**config.mk**
```make
export PLATFORM = sky130hd
export DESIGN_NAME = fetch_stage_flat
export DESIGN_NICKNAME = d
export VERILOG_FILES = /design/src/rtl/core_pkg.sv /design/src/rtl/fetch_stage_if.sv /design/src/rtl/fetch_stage_if_id_reg.sv /design/src/rtl/fetch_stage.sv /design/src/flat_wrapper.sv
export SDC_FILE = /design/constraint.sdc
export NUM_CORES = 1
export LEC_CHECK = 0
export ABC_AREA = 1
export ABC_CLOCK_PERIOD_IN_PS = 3600
export CORE_AREA = 2 2 171 106
export DETAILED_ROUTE_END_ITERATION = 8
export DIE_AREA = 0 0 173 108
export PLACE_DENSITY = 0.9
export SETUP_SLACK_MARGIN = 0.05
export SLEW_MARGIN = 20
export SYNTH_ARGS = -nofsm -noshare
export SYNTH_HDL_FRONTEND = slang
export SYNTH_HIERARCHICAL = 1
export SYNTH_SLANG_ARGS = --single-unit
```
**constraint.sdc**
```tcl
create_clock -name clk -period 3.6 [get_ports clk]
set_input_delay 1.08 -clock clk [delete_from_list [all_inputs] [get_ports clk]]
set_output_delay 1.08 -clock clk [all_outputs]
set_load 0.03 [all_outputs]
```
**src/rtl/core_pkg.sv**
```systemverilog
// Shared core-wide constants and the fetch FSM state encoding.
package core_pkg;
  localparam int          XLEN     = 32;
  localparam logic [31:0] NOP_INST = 32'h0000_0013;

  typedef enum logic [2:0] {S_IDLE, S_REQ, S_WAIT, S_HOLD, S_DROP} fetch_state_t;
endpackage

```
**src/rtl/fetch_stage_if.sv**
```systemverilog
// Instruction-memory request/response channel; master = fetch stage, slave = memory.
interface fetch_stage_if #(parameter int XLEN = core_pkg::XLEN);
  logic            imem_req_valid;
  logic            imem_req_ready;
  logic [XLEN-1:0] imem_req_addr;
  logic            imem_rsp_valid;
  logic [31:0]     imem_rsp_data;

  modport master (output imem_req_valid, imem_req_addr,
                  input  imem_req_ready, imem_rsp_valid, imem_rsp_data);
  modport slave  (input  imem_req_valid, imem_req_addr,
                  output imem_req_ready, imem_rsp_valid, imem_rsp_data);
endinterface

```
**src/rtl/fetch_stage_if_id_reg.sv**
```systemverilog
// IF/ID pipeline register: flush beats load, otherwise holds.
module if_id_reg #(
  parameter int          XLEN     = core_pkg::XLEN,
  parameter logic [31:0] NOP_INST = core_pkg::NOP_INST
) (
  input  logic            clk,
  input  logic            rst_n,
  input  logic            load,
  input  logic            flush,
  input  logic [XLEN-1:0] pc_in,
  input  logic [31:0]     inst_in,
  output logic            valid,
  output logic [XLEN-1:0] pc,
  output logic [XLEN-1:0] pc4,
  output logic [31:0]     inst
);
  // a flushed entry keeps its pc/pc4 so only valid and inst carry meaning
  always_ff @(posedge clk or negedge rst_n) begin
    if (!rst_n) begin
      valid <= 1'b0;
      inst  <= NOP_INST;
      pc    <= '0;
      pc4   <= XLEN'(4);
    end else if (flush) begin
      valid <= 1'b0;
      inst  <= NOP_INST;
    end else if (load) begin
      valid <= 1'b1;
      inst  <= inst_in;
      pc    <= pc_in;
      pc4   <= pc_in + XLEN'(4);
    end
  end
endmodule

```
**src/rtl/fetch_stage.sv**
```systemverilog
// Instruction fetch: fetch PC, single-outstanding imem handshake, stall hold buffer, IF/ID.
module fetch_stage #(
  parameter int              XLEN     = core_pkg::XLEN,
  parameter logic [XLEN-1:0] RESET_PC = '0,
  parameter logic [31:0]     NOP_INST = core_pkg::NOP_INST
) (
  input  logic               clk,
  input  logic               rst_n,
  input  logic               stall,
  input  logic               br_taken,
  input  logic [XLEN-1:0]    br_target,
  fetch_stage_if.master      imem,
  output logic               valid_id,
  output logic [XLEN-1:0]    pc_id,
  output logic [XLEN-1:0]    pc4_id,
  output logic [31:0]        inst_id
);
  import core_pkg::*;

  fetch_state_t    state, state_nxt;
  logic [XLEN-1:0] fetch_pc, br_pc;
  logic [31:0]     hold_data, deliver_data;
  logic            hold_valid, accept, deliver, capture, bubble, req_valid;

  assign accept              = req_valid & imem.imem_req_ready;
  assign br_pc               = br_target & ~XLEN'(3);
  assign imem.imem_req_valid = req_valid;
  assign imem.imem_req_addr  = fetch_pc;
  assign bubble              = br_taken | (~stall & ~deliver);

  always_ff @(posedge clk or negedge rst_n) begin
    if (!rst_n) state <= S_IDLE;
    else        state <= state_nxt;
  end

  always_comb begin
    state_nxt = state;
    unique case (state)
      S_IDLE: state_nxt = S_REQ;
      S_REQ:  if (accept) state_nxt = br_taken ? S_DROP : S_WAIT;
      S_WAIT: begin
        if (br_taken)                 state_nxt = imem.imem_rsp_valid ? S_REQ : S_DROP;
        else if (imem.imem_rsp_valid) state_nxt = stall ? S_HOLD : S_REQ;
      end
      S_HOLD: if (br_taken || !stall) state_nxt = S_REQ;
      S_DROP: if (imem.imem_rsp_valid) state_nxt = S_REQ;
      default: state_nxt = S_IDLE;
    endcase
  end

  always_comb begin
    req_valid    = 1'b0;
    deliver      = 1'b0;
    capture      = 1'b0;
    deliver_data = imem.imem_rsp_data;
    unique case (state)
      S_REQ:  req_valid = 1'b1;
      S_WAIT: if (imem.imem_rsp_valid && !br_taken) begin
        deliver = ~stall;
        capture = stall;
      end
      S_HOLD: if (hold_valid && !br_taken && !stall) begin
        deliver      = 1'b1;
        deliver_data = hold_data;
      end
      default: ;
    endcase
  end

  // redirect always wins over a delivery or capture in the same cycle
  always_ff @(posedge clk or negedge rst_n) begin
    if (!rst_n) begin
      fetch_pc   <= RESET_PC;
      hold_valid <= 1'b0;
      hold_data  <= NOP_INST;
    end else begin
      if (br_taken)     fetch_pc <= br_pc;
      else if (deliver) fetch_pc <= fetch_pc + XLEN'(4);
      if (br_taken || deliver) hold_valid <= 1'b0;
      else if (capture) begin
        hold_valid <= 1'b1;
        hold_data  <= imem.imem_rsp_data;
      end
    end
  end

  if_id_reg #(.XLEN(XLEN), .NOP_INST(NOP_INST)) u_if_id (
    .clk    (clk),
    .rst_n  (rst_n),
    .load   (deliver),
    .flush  (bubble),
    .pc_in  (fetch_pc),
    .inst_in(deliver_data),
    .valid  (valid_id),
    .pc     (pc_id),
    .pc4    (pc4_id),
    .inst   (inst_id)
  );
endmodule

```
**src/flat_wrapper.sv**
```systemverilog
// flat-port wrapper written by rule: the top's interface ports become plain ports
module fetch_stage_flat import core_pkg::*;
#(
  parameter int              XLEN     = core_pkg::XLEN,
  parameter logic [XLEN-1:0] RESET_PC = '0,
  parameter logic [31:0]     NOP_INST = core_pkg::NOP_INST
)
  (clk, rst_n, stall, br_taken, br_target, valid_id, pc_id, pc4_id, inst_id, imem_imem_req_valid, imem_imem_req_addr, imem_imem_req_ready, imem_imem_rsp_valid, imem_imem_rsp_data);
  fetch_stage_if #(.XLEN(XLEN)) imem_i ();
  input  logic clk;
  input  logic rst_n;
  input  logic stall;
  input  logic br_taken;
  input  logic [XLEN-1:0] br_target;
  output logic valid_id;
  output logic [XLEN-1:0] pc_id;
  output logic [XLEN-1:0] pc4_id;
  output logic [31:0] inst_id;
  output wire logic [$bits(imem_i.imem_req_valid)-1:0] imem_imem_req_valid;
  output wire logic [$bits(imem_i.imem_req_addr)-1:0] imem_imem_req_addr;
  input wire logic [$bits(imem_i.imem_req_ready)-1:0] imem_imem_req_ready;
  input wire logic [$bits(imem_i.imem_rsp_valid)-1:0] imem_imem_rsp_valid;
  input wire logic [$bits(imem_i.imem_rsp_data)-1:0] imem_imem_rsp_data;
  assign imem_imem_req_valid = imem_i.imem_req_valid;
  assign imem_imem_req_addr = imem_i.imem_req_addr;
  assign imem_i.imem_req_ready = imem_imem_req_ready;
  assign imem_i.imem_rsp_valid = imem_imem_rsp_valid;
  assign imem_i.imem_rsp_data = imem_imem_rsp_data;
  fetch_stage #(.XLEN(XLEN), .RESET_PC(RESET_PC), .NOP_INST(NOP_INST)) u_core (.clk(clk), .rst_n(rst_n), .stall(stall), .br_taken(br_taken), .br_target(br_target), .imem(imem_i), .valid_id(valid_id), .pc_id(pc_id), .pc4_id(pc4_id), .inst_id(inst_id));
endmodule
```
Word-level counts from Yosys, hierarchy flattened
Cells that the tools add are included.
Operators by class
  add/subtract/negate cells: 1
  equal/unequal tests: 8
  multiplexer cells: 25
  bitwise gates (word level): 7
  reduce and logical (&&, ||, !) cells: 14
Operators with widths (count)
  32-bit two-way mux: 6
  32-bit by 3-bit adder with 32-bit output (second input constant): 1
  3-bit two-way mux: 7
  3-bit one-hot mux with 5 select lines: 1
  1-bit two-way mux: 9
  3-bit by 2-bit equality test with 1-bit output (second input constant): 2
  2-bit nonzero test: 3
  2-bit by 1-bit inequality test with 1-bit output (second input constant): 2
  1-bit inverter: 4
  2-bit AND reduction: 2
  4-bit AND reduction: 1
  3-bit by 1-bit equality test with 1-bit output (second input constant): 1
  3-bit equality test (second input constant): 1
  1-bit logical AND: 3
  3-bit logical NOT: 1
  3-bit inequality test (second input constant): 1
  1-bit AND: 2
  1-bit logical NOT: 2
  1-bit logical OR: 2
  2-bit two-way mux: 1
  2-bit inequality test (second input constant): 1
  1-bit one-hot mux with 2 select lines: 1
  1-bit OR: 1
Word-level totals
  register bits after elaboration: 165
  input port bits: 70

Logic depth before layout (Yosys ltp)
  depth in word-level cells: 10
  gate-level depth with buffers: 13
  depth with buffers taken out: 11

By module
Netlist, hierarchy kept.
Modules (own cells, without submodules)
  if_id_reg: times used 1, cells an instance 511, area an instance 4342.9 µm², seq. area each 2382.3 µm²
  fetch_stage: times used 1, cells an instance 576, area an instance 4105.2 µm², seq. area each 1655.3 µm²

Worst setup path after synthesis
No wires, ideal clock.
  path type: input to register
  start: input br_taken
  end: register u_core.u_if_id.pc4[26]
  arrival time: 2567 ps
  required time: 3476 ps
  setup slack: 909 ps
  stages: 12
  path through: buf_4 > nor2_4 > nand4_4 > nand2_2 > buf_2 > a21oi_1 > nor2_4 > inv_2 > buf_2 > buf_2 > nand2_1 > nand3_1
Between the ends
  longest elaborated chain between the ends: 10
  elaborated cells between the ends (all ways): 12
RTL lines
  from (decl): line flat_wrapper.sv:13  | input logic br_taken;
  1-bit logical NOT *: line fetch_stage.sv:58, fetch_stage.sv:62
  1-bit logical AND (2 in a row): line fetch_stage.sv:62  | S_HOLD: if (hold_valid && !br_taken && !stall) begin
  1-bit two-way mux: line fetch_stage.sv:62
  1-bit one-hot mux with 2 select lines *: line fetch_stage.sv:56  | unique case (state)
  named net u_core.deliver: line fetch_stage.sv:23  | logic hold_valid, accept, deliver, capture, bubble, req_valid;
  1-bit inverter *: line fetch_stage.sv:29  | assign bubble = br_taken | (~stall & ~deliver);
  1-bit AND *: line fetch_stage.sv:29
  1-bit OR *: line fetch_stage.sv:29
  named net u_core.bubble: line fetch_stage.sv:23
  1-bit inverter (no line) *
  2-bit AND reduction (no line) *
  to (signal assigned): line fetch_stage_if_id_reg.sv:31  | pc4 <= pc_in + XLEN'(4);
  to (decl): line fetch_stage_if_id_reg.sv:14  | output logic [XLEN-1:0] pc4,
The timed path passes the listed nets; every way through them passes the cells marked *.
A chain may end at the register's enable or synchronous reset.

Worst setup path after layout
  start: input stall
  end: register u_core.u_if_id.inst[28]
Between the ends
  longest elaborated chain between the ends: 8
  elaborated cells between the ends (all ways): 14
RTL lines
  from (decl): line flat_wrapper.sv:12  | input logic stall;
  1-bit logical NOT: line fetch_stage.sv:62
  1-bit logical AND: line fetch_stage.sv:62
  1-bit two-way mux: line fetch_stage.sv:62
  1-bit one-hot mux with 2 select lines: line fetch_stage.sv:56
  1-bit inverter: line fetch_stage.sv:29
  1-bit AND *: line fetch_stage.sv:29
  1-bit OR *: line fetch_stage.sv:29
  named net u_core.bubble: line fetch_stage.sv:23
  32-bit two-way mux / 2-bit nonzero test (equally long branches)
  to (signal assigned): line fetch_stage_if_id_reg.sv:29  | inst <= inst_in;
  to (decl): line fetch_stage_if_id_reg.sv:15  | output logic [31:0] inst
The timed path passes the listed nets; every way through them passes the cells marked *. The select of a mux whose other input is x is not followed.

==> summary.md <==
| Metric | Value |
|---|---|
| Status | finished, final reports clean |
| Final Max Tran Viols | 0 |
| Root buf cell | clkbuf_16 |
| Post-Syn Area | 8450 sq um |
| # IOs | 200 |
| Layout Nets | 1350 |
| Fillers | 1412 |
| Final Setup Violations | 0 |
| RR Endpoint | u_core/u_if_id/inst[28]$_DFFE_PN0P_ |
| Worst r2r src | u_core/state[2]$_DFFE_PN0P_ |
| Post-Syn Instances | 1087 |
| Share of cells above drive strength 1 | 7.67% |
| Total grt overflow | 0 |
| TritonCTS clock tree | done |
| Footprint of the multi-input gates | 3710 sq um |
| CTS sink cnt | 161 |
| Die Width | 173 microns |
| Slew of the pin with the lowest slew margin | 1070 ps |
| Reg2Reg Setup Slack | 1100 ps |
| Hold Path Class | flop to flop |
| Vias in the first global route | 7766 |
| Starting Density | 49.9% |
| Drt wl/cell | 16.7 microns |
| Tot GR Track Use | 27.7% |
| Fmax achieved | 321 MHz |
| Drt drc | 0 |
| Final hold vios | 0 |
| Area grow syn2layout | 32.3% |
| Maxcap violations | 0 |
| DRT Wirelength | 25.5 mm |
| Hpwl dp | 18.4 mm |
| DIE AREA | 18700 sq um |
| Largest net degree at the start of global routing | 72 |
| Post_cts resized | 0 |
| Async set-reset flop share out of synthesis | 100% |
| Setup TNS | 0 ps |
| Hold Path Origin | u_core/hold_data[1]$_DFFE_PN1P_ |
| Total Power | 6.41 mW |
| Initial DRC count | 940 |
| Minimum clock period | 3110 ps |
| Cell area after layout | 11200 sq um |
| WP data required | 3960 ps |
| Mean post-synth cell area | 7.77 sq um |
| Vias per inst | 5.42 |
| Latest clock arrival within the worst-skew pair | 430 ps |
| CTS Buffer Depth | 2 |
| Synth warn | 6 |
| Synth cell types | 39 |
| Ant. Diodes | 0 |
| Clk slew on worst S/H paths | 70 ps |
| Final Core Density | 66.0% |
| Yosys reg bits | 161 |
| Slew headroom | 28.9% |
| # rows | 37 |
| RSZ-0062 raised after global routing | false |
| Register area share after synthesis | 47.8% |
| Clock Skews | 13.4 ps |
| Power Dens Cells | 573 nW/um^2 |
| Pleak | 5.23 nW |
| Hold_buf cts | 0 |
| DR pass1 iterations | 6 |
| PortBufs | 195 |
| Path depth of the worst reg2reg path | 9 |
| Setup repair bufs after CTS | 0 |
| CP max FO | 22 |
| H-tree depth | 4 |
| Core area | 16900 sq um |
| Sequential cell area | 4040 sq um |
| Routed Antenna Nets | 0 |
| Initial antenna violation count | 0 |
| Maximum vdd drop | 299 uV |
| Part of the cycle the worst path needs | 86.5% |
| Die Y | 108 microns |
| Worst Setup End Kind | flop |
| Worst setup path class | primary input to flop |
| Cell Area, Placed | 10600 sq um |
| Number of flops mapped to enable cells by yosys | 0 |
| Hold Path Stages | 2 |
| Synth Flop Type | dfrtp_1 |
| CTS Buf Count | 17 |
| Gp weighted congestion | 0.921 |
| Worst Hold Path EP | u_core/hold_data[1]$_DFFE_PN1P_ |
| First-pass GRT wire length | 40.6 mm |
| Via count | 8266 |
| Crit path DAT | 3470 ps |
| Critical path launch point type | primary input |
[kinds of logic (layout without fill, tap and decap cells)]
family / Yosys count / count (layout) / share of synthesized area, %
DFF: 161 / 161 / 47.8
buffers and inverters: 151 / 352 / 8.49
xor gates and xnor gates: 14 / 14 / 1.45
AOI/OAI and AO/OA: 147 / 147 / 10.6
and+or+nand+nor: 611 / 611 / 31.3
adders and majority gates: 2 / 2 / 0.296
other: 1 / 4 / 0.0444
[worst max-delay path, cell delays in order]
cell and delay, ps:
clkdlybuf4s50_1 540, nor2_4 190, nand3_2 130, nand2_2 100, a21oi_1 90, nor2_2 850
buf_4 320, a22o_1 160
[layout make-up]
| type | count | share of cell area [%] |
|---|---|---|
| inverters | 103 | 3.46 |
| clock inverters | 14 | 1.51 |
| well taps | 234 | 2.62 |
| multi-input cells | 778 | 33.2 |
| flip-flops and latches | 161 | 36.1 |
| repair buffers | 217 | 19.3 |
| clock buffers | 18 | 3.84 |
[how the worst max path moves through the flow]
stage | from | endpoint | slack, ps | cells after the start
6_report | stall | u_core/u_if_id/inst[28]$_DFFE_PN0P_ | 490 | 8
5_1_grt | stall | u_core/u_if_id/inst[1]$_DFFE_PN1P_ | 360 | 8
4_1_cts | stall | u_core/u_if_id/inst[23]$_DFFE_PN0P_ | 530 | 8
3_5_place_dp | stall | u_core/u_if_id/inst[23]$_DFFE_PN0P_ | 100 | 8
3_3_place_gp | br_taken | u_core/u_if_id/inst[22]$_DFFE_PN0P_ | 140 | 8
2_1_floorplan | br_taken | u_core/u_if_id/pc4[26]$_DFFE_PN0P_ | 910 | 12
[state kept, by name, indices dropped and copies added, names as in the netlist]
register	count
u_core/hold_valid	1
u_core/imem.imem_req_addr	30
u_core/u_if_id/inst	32
u_core/u_if_id/pc	32
u_core/u_if_id/valid	1
u_core/state	3
u_core/hold_data	32
u_core/u_if_id/pc4	30
[cell usage after synthesis, drive strengths merged (2+ instances only)]
master  instances  area share, %
a21oi          36            2.1
a22o           29            3.0
a31oi           4           0.30
and2            3           0.22
buf            37            3.4
clkbuf         11           0.49
dfrtp         154             46
dfstp           7            2.2
ha              2           0.30
inv           103            4.6
nand2         316             14
nand3         103            6.3
nand4           7           0.70
nor2          177            9.4
nor3            2           0.12
o211ai          8           0.71
o21a            2           0.18
o21ai          61            3.6
o21bai          3           0.27
o22a            3           0.31
xnor2           3           0.31
xor2           11            1.1
[metal layers]
layer / vias up / part of all wire [%] / track usage [%]
li1: 3867 / - / -
met1: 3866 / 45 / 41.3
met2: 496 / 43 / 40.9
met3: 37 / 11 / 6.01
met4: 0 / 1.4 / 7.51
met5: - / 0 / 0
[stage by stage]
stage,hold slack (ps),setup slack (ps),std cells
3_3_place_gp,454,145,1493
4_1_cts,479,528,1525
2_1_floorplan,450,909,1090
3_5_place_dp,466,101,1493
5_1_grt,486,361,1525
6_report,481,486,1525
[power by group]
group | internal, mW | total [mW] | switching [mW]
registers | 2.24 | 2.61 | 0.368
logic | 0.782 | 1.95 | 1.17
clock network | 1.05 | 1.86 | 0.806
total | 4.07 | 6.41 | 2.34
[placed cells by master, fill, tap and decap left out, types with 17 or more instances in the layout]
cell type / instances
clkbuf_16: 17
nor2_1: 153
o21ai_0: 45
clkdlybuf4s50_1: 194
a21oi_1: 36
dfrtp_1: 154
inv_1: 100
nand2_1: 309
a22o_1: 29
nand3_1: 101
buf_4: 19
No activity file was read; power rests on OpenSTA's default activity.
